$ cat config.mk
export PLATFORM = sky130hd
export DESIGN_NAME = fetch_stage
export DESIGN_NICKNAME = d
export VERILOG_FILES = /design/src/rtl/mips_pkg.sv /design/src/rtl/if_id_reg.sv /design/src/rtl/fetch_stage.sv
export SDC_FILE = /design/constraint.sdc
export NUM_CORES = 1
export LEC_CHECK = 0
export ABC_AREA = 0
export CORE_UTILIZATION = 40
export DETAILED_ROUTE_END_ITERATION = 12
export PLACE_DENSITY = 0.74
export SYNTH_ARGS = -nofsm -noshare
export SYNTH_HDL_FRONTEND = slang
export SYNTH_SLANG_ARGS = --single-unit
export TNS_END_PERCENT = 100
$ cat constraint.sdc
create_clock -name clk -period 3.05 [get_ports clk]
set_input_delay 0.305 -clock clk [delete_from_list [all_inputs] [get_ports clk]]
set_output_delay 0.305 -clock clk [all_outputs]
set_load 0.02 [all_outputs]
$ cat src/rtl/mips_pkg.sv
// Shared types and constants for the MIPS pipeline front end.
package mips_pkg;

  localparam int unsigned XLEN = 32;

  localparam logic [XLEN-1:0] RESET_PC_DEFAULT = 32'h0000_0000;
  localparam logic [XLEN-1:0] INSTR_NOP        = 32'h0000_0000;

  typedef enum logic [1:0] {
    S_REQ  = 2'd0,
    S_WAIT = 2'd1,
    S_HOLD = 2'd2
  } fetch_state_t;

endpackage

$ cat src/rtl/if_id_reg.sv
// IF/ID pipeline register: enable loads a valid instruction, flush inserts a bubble.
module if_id_reg
  import mips_pkg::*;
(
  input  logic            clk,
  input  logic            rst_n,
  input  logic            en,
  input  logic            flush,
  input  logic [XLEN-1:0] instr_d,
  input  logic [XLEN-1:0] pc4_d,
  output logic [XLEN-1:0] instr_q,
  output logic [XLEN-1:0] pc4_q,
  output logic            valid_q
);

  logic [XLEN-1:0] instr_nxt;
  logic [XLEN-1:0] pc4_nxt;
  logic            valid_nxt;

  // Flush only clears valid; the stale payload is harmless behind valid=0.
  always_comb begin
    instr_nxt = instr_q;
    pc4_nxt   = pc4_q;
    valid_nxt = valid_q;
    if (flush) begin
      valid_nxt = 1'b0;
    end else if (en) begin
      instr_nxt = instr_d;
      pc4_nxt   = pc4_d;
      valid_nxt = 1'b1;
    end
  end

  always_ff @(posedge clk or negedge rst_n) begin
    if (!rst_n) begin
      instr_q <= INSTR_NOP;
      pc4_q   <= '0;
      valid_q <= 1'b0;
    end else begin
      instr_q <= instr_nxt;
      pc4_q   <= pc4_nxt;
      valid_q <= valid_nxt;
    end
  end

endmodule

$ cat src/rtl/fetch_stage.sv
// Instruction fetch: PC, single-outstanding imem handshake, IF/ID load control.
module fetch_stage
  import mips_pkg::*;
#(
  parameter logic [31:0] RESET_PC = RESET_PC_DEFAULT
) (
  input  logic        clk,
  input  logic        rst_n,
  input  logic [31:0] pc_next,
  input  logic        redirect,
  input  logic        stall,
  output logic        imem_req,
  output logic [31:0] imem_addr,
  input  logic        imem_ready,
  input  logic        imem_rvalid,
  input  logic [31:0] imem_rdata,
  output logic [31:0] pc,
  output logic [31:0] pc_plus4,
  output logic [31:0] if_id_instr,
  output logic [31:0] if_id_pc4,
  output logic        if_id_valid,
  output logic        fetch_busy
);

  fetch_state_t    state_q, state_d;
  logic [XLEN-1:0] pc_q, pc_d;
  logic [XLEN-1:0] hold_buf_q, hold_buf_d;
  logic            kill_q, kill_d;

  logic            ifid_en;
  logic            ifid_flush;
  logic [XLEN-1:0] ifid_instr;
  logic            resp_done;

  assign pc        = pc_q;
  assign pc_plus4  = pc_q + XLEN'(4);
  assign imem_req  = (state_q == S_REQ);
  assign imem_addr = pc_q;
  assign resp_done = (state_q == S_WAIT) && imem_rvalid && !kill_q;
  assign fetch_busy = (state_q != S_HOLD) && !resp_done;
  assign ifid_instr = (state_q == S_HOLD) ? hold_buf_q : imem_rdata;

  // Next-state and IF/ID control; redirect overrides stall and completion.
  always_comb begin
    state_d    = state_q;
    pc_d       = pc_q;
    hold_buf_d = hold_buf_q;
    kill_d     = kill_q;
    ifid_en    = 1'b0;
    ifid_flush = 1'b0;
    if (redirect) begin
      pc_d       = pc_next;
      ifid_flush = 1'b1;
      unique case (state_q)
        S_REQ: begin
          if (imem_ready) begin
            state_d = S_WAIT;
            kill_d  = 1'b1;
          end
        end
        S_WAIT: begin
          if (imem_rvalid) begin
            state_d = S_REQ;
            kill_d  = 1'b0;
          end else begin
            kill_d = 1'b1;
          end
        end
        S_HOLD: begin
          state_d    = S_REQ;
          hold_buf_d = '0;
        end
        default: state_d = S_REQ;
      endcase
    end else begin
      unique case (state_q)
        S_REQ: begin
          if (imem_ready) state_d = S_WAIT;
          ifid_flush = !stall;
        end
        S_WAIT: begin
          if (imem_rvalid && kill_q) begin
            kill_d     = 1'b0;
            state_d    = S_REQ;
            ifid_flush = !stall;
          end else if (imem_rvalid && !stall) begin
            ifid_en = 1'b1;
            pc_d    = pc_next;
            state_d = S_REQ;
          end else if (imem_rvalid) begin
            hold_buf_d = imem_rdata;
            state_d    = S_HOLD;
          end else begin
            ifid_flush = !stall;
          end
        end
        S_HOLD: begin
          if (!stall) begin
            ifid_en = 1'b1;
            pc_d    = pc_next;
            state_d = S_REQ;
          end
        end
        default: state_d = S_REQ;
      endcase
    end
  end

  always_ff @(posedge clk or negedge rst_n) begin
    if (!rst_n) begin
      state_q    <= S_REQ;
      pc_q       <= RESET_PC;
      hold_buf_q <= '0;
      kill_q     <= 1'b0;
    end else begin
      state_q    <= state_d;
      pc_q       <= pc_d;
      hold_buf_q <= hold_buf_d;
      kill_q     <= kill_d;
    end
  end

  if_id_reg u_if_id (
    .clk     (clk),
    .rst_n   (rst_n),
    .en      (ifid_en),
    .flush   (ifid_flush),
    .instr_d (ifid_instr),
    .pc4_d   (pc_plus4),
    .instr_q (if_id_instr),
    .pc4_q   (if_id_pc4),
    .valid_q (if_id_valid)
  );

endmodule

Yosys cells after proc, flatten, opt, wreduce, memory -nomap -nowiden
Index checks and enable logic that the tools add are counted.
{"block": "classes", "addsub": 1, "eq_ne": 12, "n_mux": 39, "n_bitwise": 1, "reduce_logical": 20}
{"cell": "$mux 32", "count": 11}
{"cell": "$pmux 32 s2", "count": 1}
{"cell": "$add 32x3->32 const B", "count": 1}
{"cell": "$mux 1", "count": 15}
{"cell": "$mux 2", "count": 7}
{"cell": "$reduce_bool 2->1", "count": 5}
{"cell": "$ne 3x3->1 const B", "count": 3}
{"cell": "$reduce_and 4->1", "count": 2}
{"cell": "$ne 2x2->1 const B", "count": 3}
{"cell": "$ne 3x2->1 const B", "count": 2}
{"cell": "$pmux 1 s2", "count": 3}
{"cell": "$pmux 2 s3", "count": 1}
{"cell": "$logic_and 1x1->1", "count": 5}
{"cell": "$reduce_and 5->1", "count": 1}
{"cell": "$ne 4x2->1 const B", "count": 1}
{"cell": "$pmux 2 s2", "count": 1}
{"cell": "$logic_not 1->1", "count": 3}
{"cell": "$reduce_and 3->1", "count": 1}
{"cell": "$reduce_bool 3->1", "count": 1}
{"cell": "$eq 2x1->1 const B", "count": 1}
{"cell": "$eq 2x2->1 const B", "count": 1}
{"cell": "$logic_not 2->1", "count": 1}
{"cell": "$ne 2x1->1 const B", "count": 1}
{"cell": "$reduce_and 2->1", "count": 1}
{"cell": "$not 1->1", "count": 1}
{"block": "totals", "ff_bits": 132, "output_inout_bits": 163, "word_cells": 80}

Depth between registers and ports, before layout
{"block": "depth", "ltp_word": 8, "depth_mapped": 9, "depth_no_buf": 6}

By module
A second synthesis with hierarchy kept.
{"block": "hier_totals", "cells_unflattened": 465, "hier_area_um2": 6582.6}
{"module": "fetch_stage", "instances": 1, "cells_per_inst": 326, "area_per_inst_um2": 3848.7}
{"module": "if_id_reg", "instances": 1, "cells_per_inst": 139, "area_per_inst_um2": 2733.9}

Worst setup path before layout
OpenSTA, ideal clock, no wires.
{"block": "synth_path", "kind": "reg-to-output", "start": "reg pc_q[2] (netlist: imem_addr[2])", "end": "out pc_plus4[28]", "arrival_time_ns": 2.213, "required_time_ns": 2.745, "setup_slack_ns": 0.532, "stages_incl_launch_ff": 6, "path_buffers": 0, "path_cell_list": "dfrtp_1 > ha_1 > nand3_1 > or4_1 > or4_1 > nand2_1"}
{"block": "synth_via", "elab_chain_len": 1}
{"element": "from (decl)", "line_no": "fetch_stage.sv:26", "source": "logic [XLEN-1:0] pc_q, pc_d;"}
{"element": "from (signal assigned)", "line_no": "fetch_stage.sv:117", "source": "pc_q <= pc_d;"}
{"element": "$add 32x3->32", "line_no": "fetch_stage.sv:36", "source": "assign pc_plus4 = pc_q + XLEN'(4);"}
{"element": "to (decl)", "line_no": "fetch_stage.sv:18", "source": "output logic [31:0] pc_plus4,"}
Every way passes these cells.

Worst setup path in the final report
{"block": "layout_path", "start": "reg pc_q[2] (netlist: imem_addr[2])", "end": "out pc_plus4[24]"}
The elaborated chain is that of the path after synthesis.

==> flow_summary_export.csv <==
group,metric,value,unit
route,wire_per_inst,19.14,µm
finish,area_growth,48.01,%
finish,antennaDiodeCount,0,
global_routing,grt_overflow,0,
logic_synthesis,async_reset_ff_share,100.0,%
finish,final_cell_mix,"clkdlybuf4s50_1 (215), dfrtp_1 (130), mux2_2 (65), mux2_1 (49), a22o_1 (32)",
cts,clkTransAtPathRegs,60,ps
floorplanning,core_area,15370,µm²
worst_setup_path,worstSetupEndpointType,"output pin",
worst_setup_path,crit_fanout,10,
timing,relSlewSlack,34.59,%
route,dr.pass1.iters,4,
floorplanning,dieArea,16390,µm²
worst_setup_path,crit_type,"reg -> out",
finish,finalNetCount,806,
floorplanning,io_pins,233,
placed_design,hpwlAfterDp,12910,µm
timing,period_share,97.13,%
route,via_count,5050,
finish,drive_above_1_share,18.95,%
worst_setup_path,required,2740,ps
logic_synthesis,synth-edff-count,0,
global_routing,grt_max_degree,70,
timing,finalClockSkew,7.313,ps
route,ant_nets,0,
cts,htreeDepth,4,
timing,hold_violations,0,
logic_synthesis,yosysWarnings,0,
logic_synthesis,synthFlopType,"dfrtp_1",
logic_synthesis,ys_types,42,
flow_run,maxCapViolCount,0,
power_and_ir_drop,irDropWorstVdd,0.0007502,V
timing,fmax,337.6,MHz
global_routing,grt_first_pass_wirelength,28840,µm
logic_synthesis,synthCells,515,
route,viasPerCell,5.288,
timing,rsz0062_at_grt,"no",
cts,cts_tree,"done",
logic_synthesis,ys_seq_area_share,52.01,%
cts,cts_buffer_depth,2,
global_routing,grt_pass1_vias,5354,
global_routing,grtUsageTotal,22.95,%
route,totalWireLength,18280,µm
placed_design,post-place-ws,72.82,ps
route,drt-initial-drc-count,223,
timing,setup_viol,0,
finish,fillers,1232,
status,status,"complete, no violations",
cts,clock_latency,410,ps
timing,final.setup.tns,0,ps
timing,worst_pin_slew,981.2,ps
worst_hold_path,min_path_type,"in -> async",
finish,final_common_cell,"clkdlybuf4s50_1",
logic_synthesis,syn_area,6351,µm²
cts,cts_made_buffers,17,
logic_synthesis,synthesis.nets,590,
power_and_ir_drop,power_density,1026,nW/µm²
floorplanning,initial_core_util,41.32,%
global_routing,antenna_found_initial,0,
route,drc,0,
timing,final-max-slew-violation-count,0,
power_and_ir_drop,leakagePower,4.065,nW
worst_setup_path,start_kind,"flip-flop",
floorplanning,std_cell_rows,45,
floorplanning,die_h,128.0,µm
timing,min_period,2962,ps
cts,cts_num_sinks,132,
logic_synthesis,ys_ff_latch,132,
logic_synthesis,avgSynthCellArea,12.33,µm²
floorplanning,die_x,128.0,µm
worst_setup_path,critPathArrivalTime,2660,ps
cts,root_buffer,"clkbuf_16",
timing,final.setup.worst_slack,87.60,ps
placed_design,place.gp.congestion,0.8907,
placed_design,port_buffers,232,
==> power breakdown <==
part / leakage (nW) / switching [mW] / internal, mW / total, mW
clock: 0.285 / 0.762 / 1.29 / 2.05
combinational: 2.09 / 2.40 / 2.25 / 4.65
sequential: 1.69 / 0.533 / 2.41 / 2.94
total: 4.06 / 3.69 / 5.95 / 9.64
==> sequential cells by signal, indices dropped and copies added (netlist names) <==
name / count
state_q: 2
u_if_id.valid_q: 1
kill_q: 1
imem_addr: 32
hold_buf_q: 32
u_if_id.pc4_q: 32
u_if_id.instr_q: 32
==> cells by family after synthesis <==
| group | share of synthesized area [%] |
|---|---|
| adder cells (fa/ha/maj) | 0.9850 |
| AND/OR/NAND/NOR | 7.742 |
| multiplexers | 20.21 |
| buffers and inverters | 6.678 |
| flip-flops | 52.01 |
| XOR/XNOR | 1.793 |
| AO/OA/AOI/OAI | 10.58 |
==> worst paths after layout <==
check | slack, ps | end | from | depth (start not counted)
worst max-delay path | 90 | pc_plus4[24] | imem_addr[2]$_DFFE_PN0P_ | 6
max in group asynchronous | 1860 | hold_buf_q[31]$_DFFE_PN0P_ | rst_n | 3
worst min-delay path | 270 | hold_buf_q[4]$_DFFE_PN0P_ | rst_n | 2
worst min register to register | 480 | u_if_id.instr_q[29]$_DFFE_PN0P_ | u_if_id.instr_q[29]$_DFFE_PN0P_ | 1
min in group clk | 480 | u_if_id.instr_q[29]$_DFFE_PN0P_ | u_if_id.instr_q[29]$_DFFE_PN0P_ | 1
worst max register to register | 680 | imem_addr[6]$_DFFE_PN0P_ | state_q[0]$_DFFE_PN0P_ | 6
==> routing by layer <==
metal / track usage (%) / vias up / wire [µm]
met3: 8.472 / 15 / 1630
met1: 28.23 / 2520 / 7565
li1: - / 2314 / -
met2: 37.82 / 201 / 8887
met4: 6.367 / 0 / 200
met5: 0 / - / 0
==> metrics by stage <==
step | hold slack, ps | util, % | power, mW | std cells | cell area (µm²)
detailed placement | 137.7 | 57.24 | 7.649 | 920 | 8798
floorplan | 9.409 | - | 5.441 | 515 | 6351
global placement | 141.2 | 57.24 | 7.585 | 920 | 8798
CTS | 248.1 | 61.17 | 9.718 | 955 | 9403
global route | 260.5 | 61.16 | 10.12 | 955 | 9400
finish | 268.2 | 61.16 | 9.644 | 955 | 9400
==> layout make-up <==
class	count	area, µm²	share of cell area (%)
repair buffers	261	2556	27.19
flip-flops and latches	132	3306	35.17
inverters	9	33.78	0.3594
clock inverters	12	155.1	1.650
clock buffers	20	436.7	4.645
multi-input cells	310	2649	28.18
well taps	211	264.0	2.808
==> Yosys cell counts (2+ instances only) <==
library cell | count | share of area, %
inv_1 | 9 | 0.53
or3_1 | 8 | 0.79
or4_4 | 4 | 0.71
clkbuf_1 | 18 | 1.1
ha_1 | 5 | 0.99
o22ai_1 | 2 | 0.20
buf_6 | 2 | 0.35
nor2_1 | 5 | 0.30
or4_1 | 4 | 0.47
o21ai_1 | 8 | 0.63
nand3_1 | 9 | 0.71
dfrtp_1 | 132 | 52
buf_2 | 6 | 0.47
buf_1 | 4 | 0.24
nand3b_1 | 2 | 0.24
and3_1 | 3 | 0.30
mux2_1 | 49 | 8.7
and4_1 | 5 | 0.69
nand2b_1 | 2 | 0.20
a31oi_1 | 17 | 1.7
nor3_1 | 3 | 0.24
a22o_1 | 32 | 4.4
nand2_1 | 23 | 1.4
xnor2_1 | 8 | 1.1
o211ai_1 | 2 | 0.24
a21oi_1 | 22 | 1.7
o31ai_1 | 7 | 0.83
mux2_2 | 65 | 12
nand4_1 | 8 | 0.79
buf_4 | 34 | 4.0
xor2_1 | 5 | 0.69
o21ai_0 | 2 | 0.16
==> worst max-delay path: stages, from the launching register on <==
cell	delay (ps)
dfrtp_1	360
ha_1	200
nand3_1	100
or4_4	610
or4_1	530
nand2_1	100
dlygate4sd2_1	340
==> repair_timing <==
item	4_1_cts	5_1_grt
hold endpoints to repair	7	0
buffers inserted	2	0
gates resized for setup	18	12
hold buffers	1	0
setup endpoints to repair	15	9
pin swaps	1	0
No activity file was read; power rests on OpenSTA's default activity.
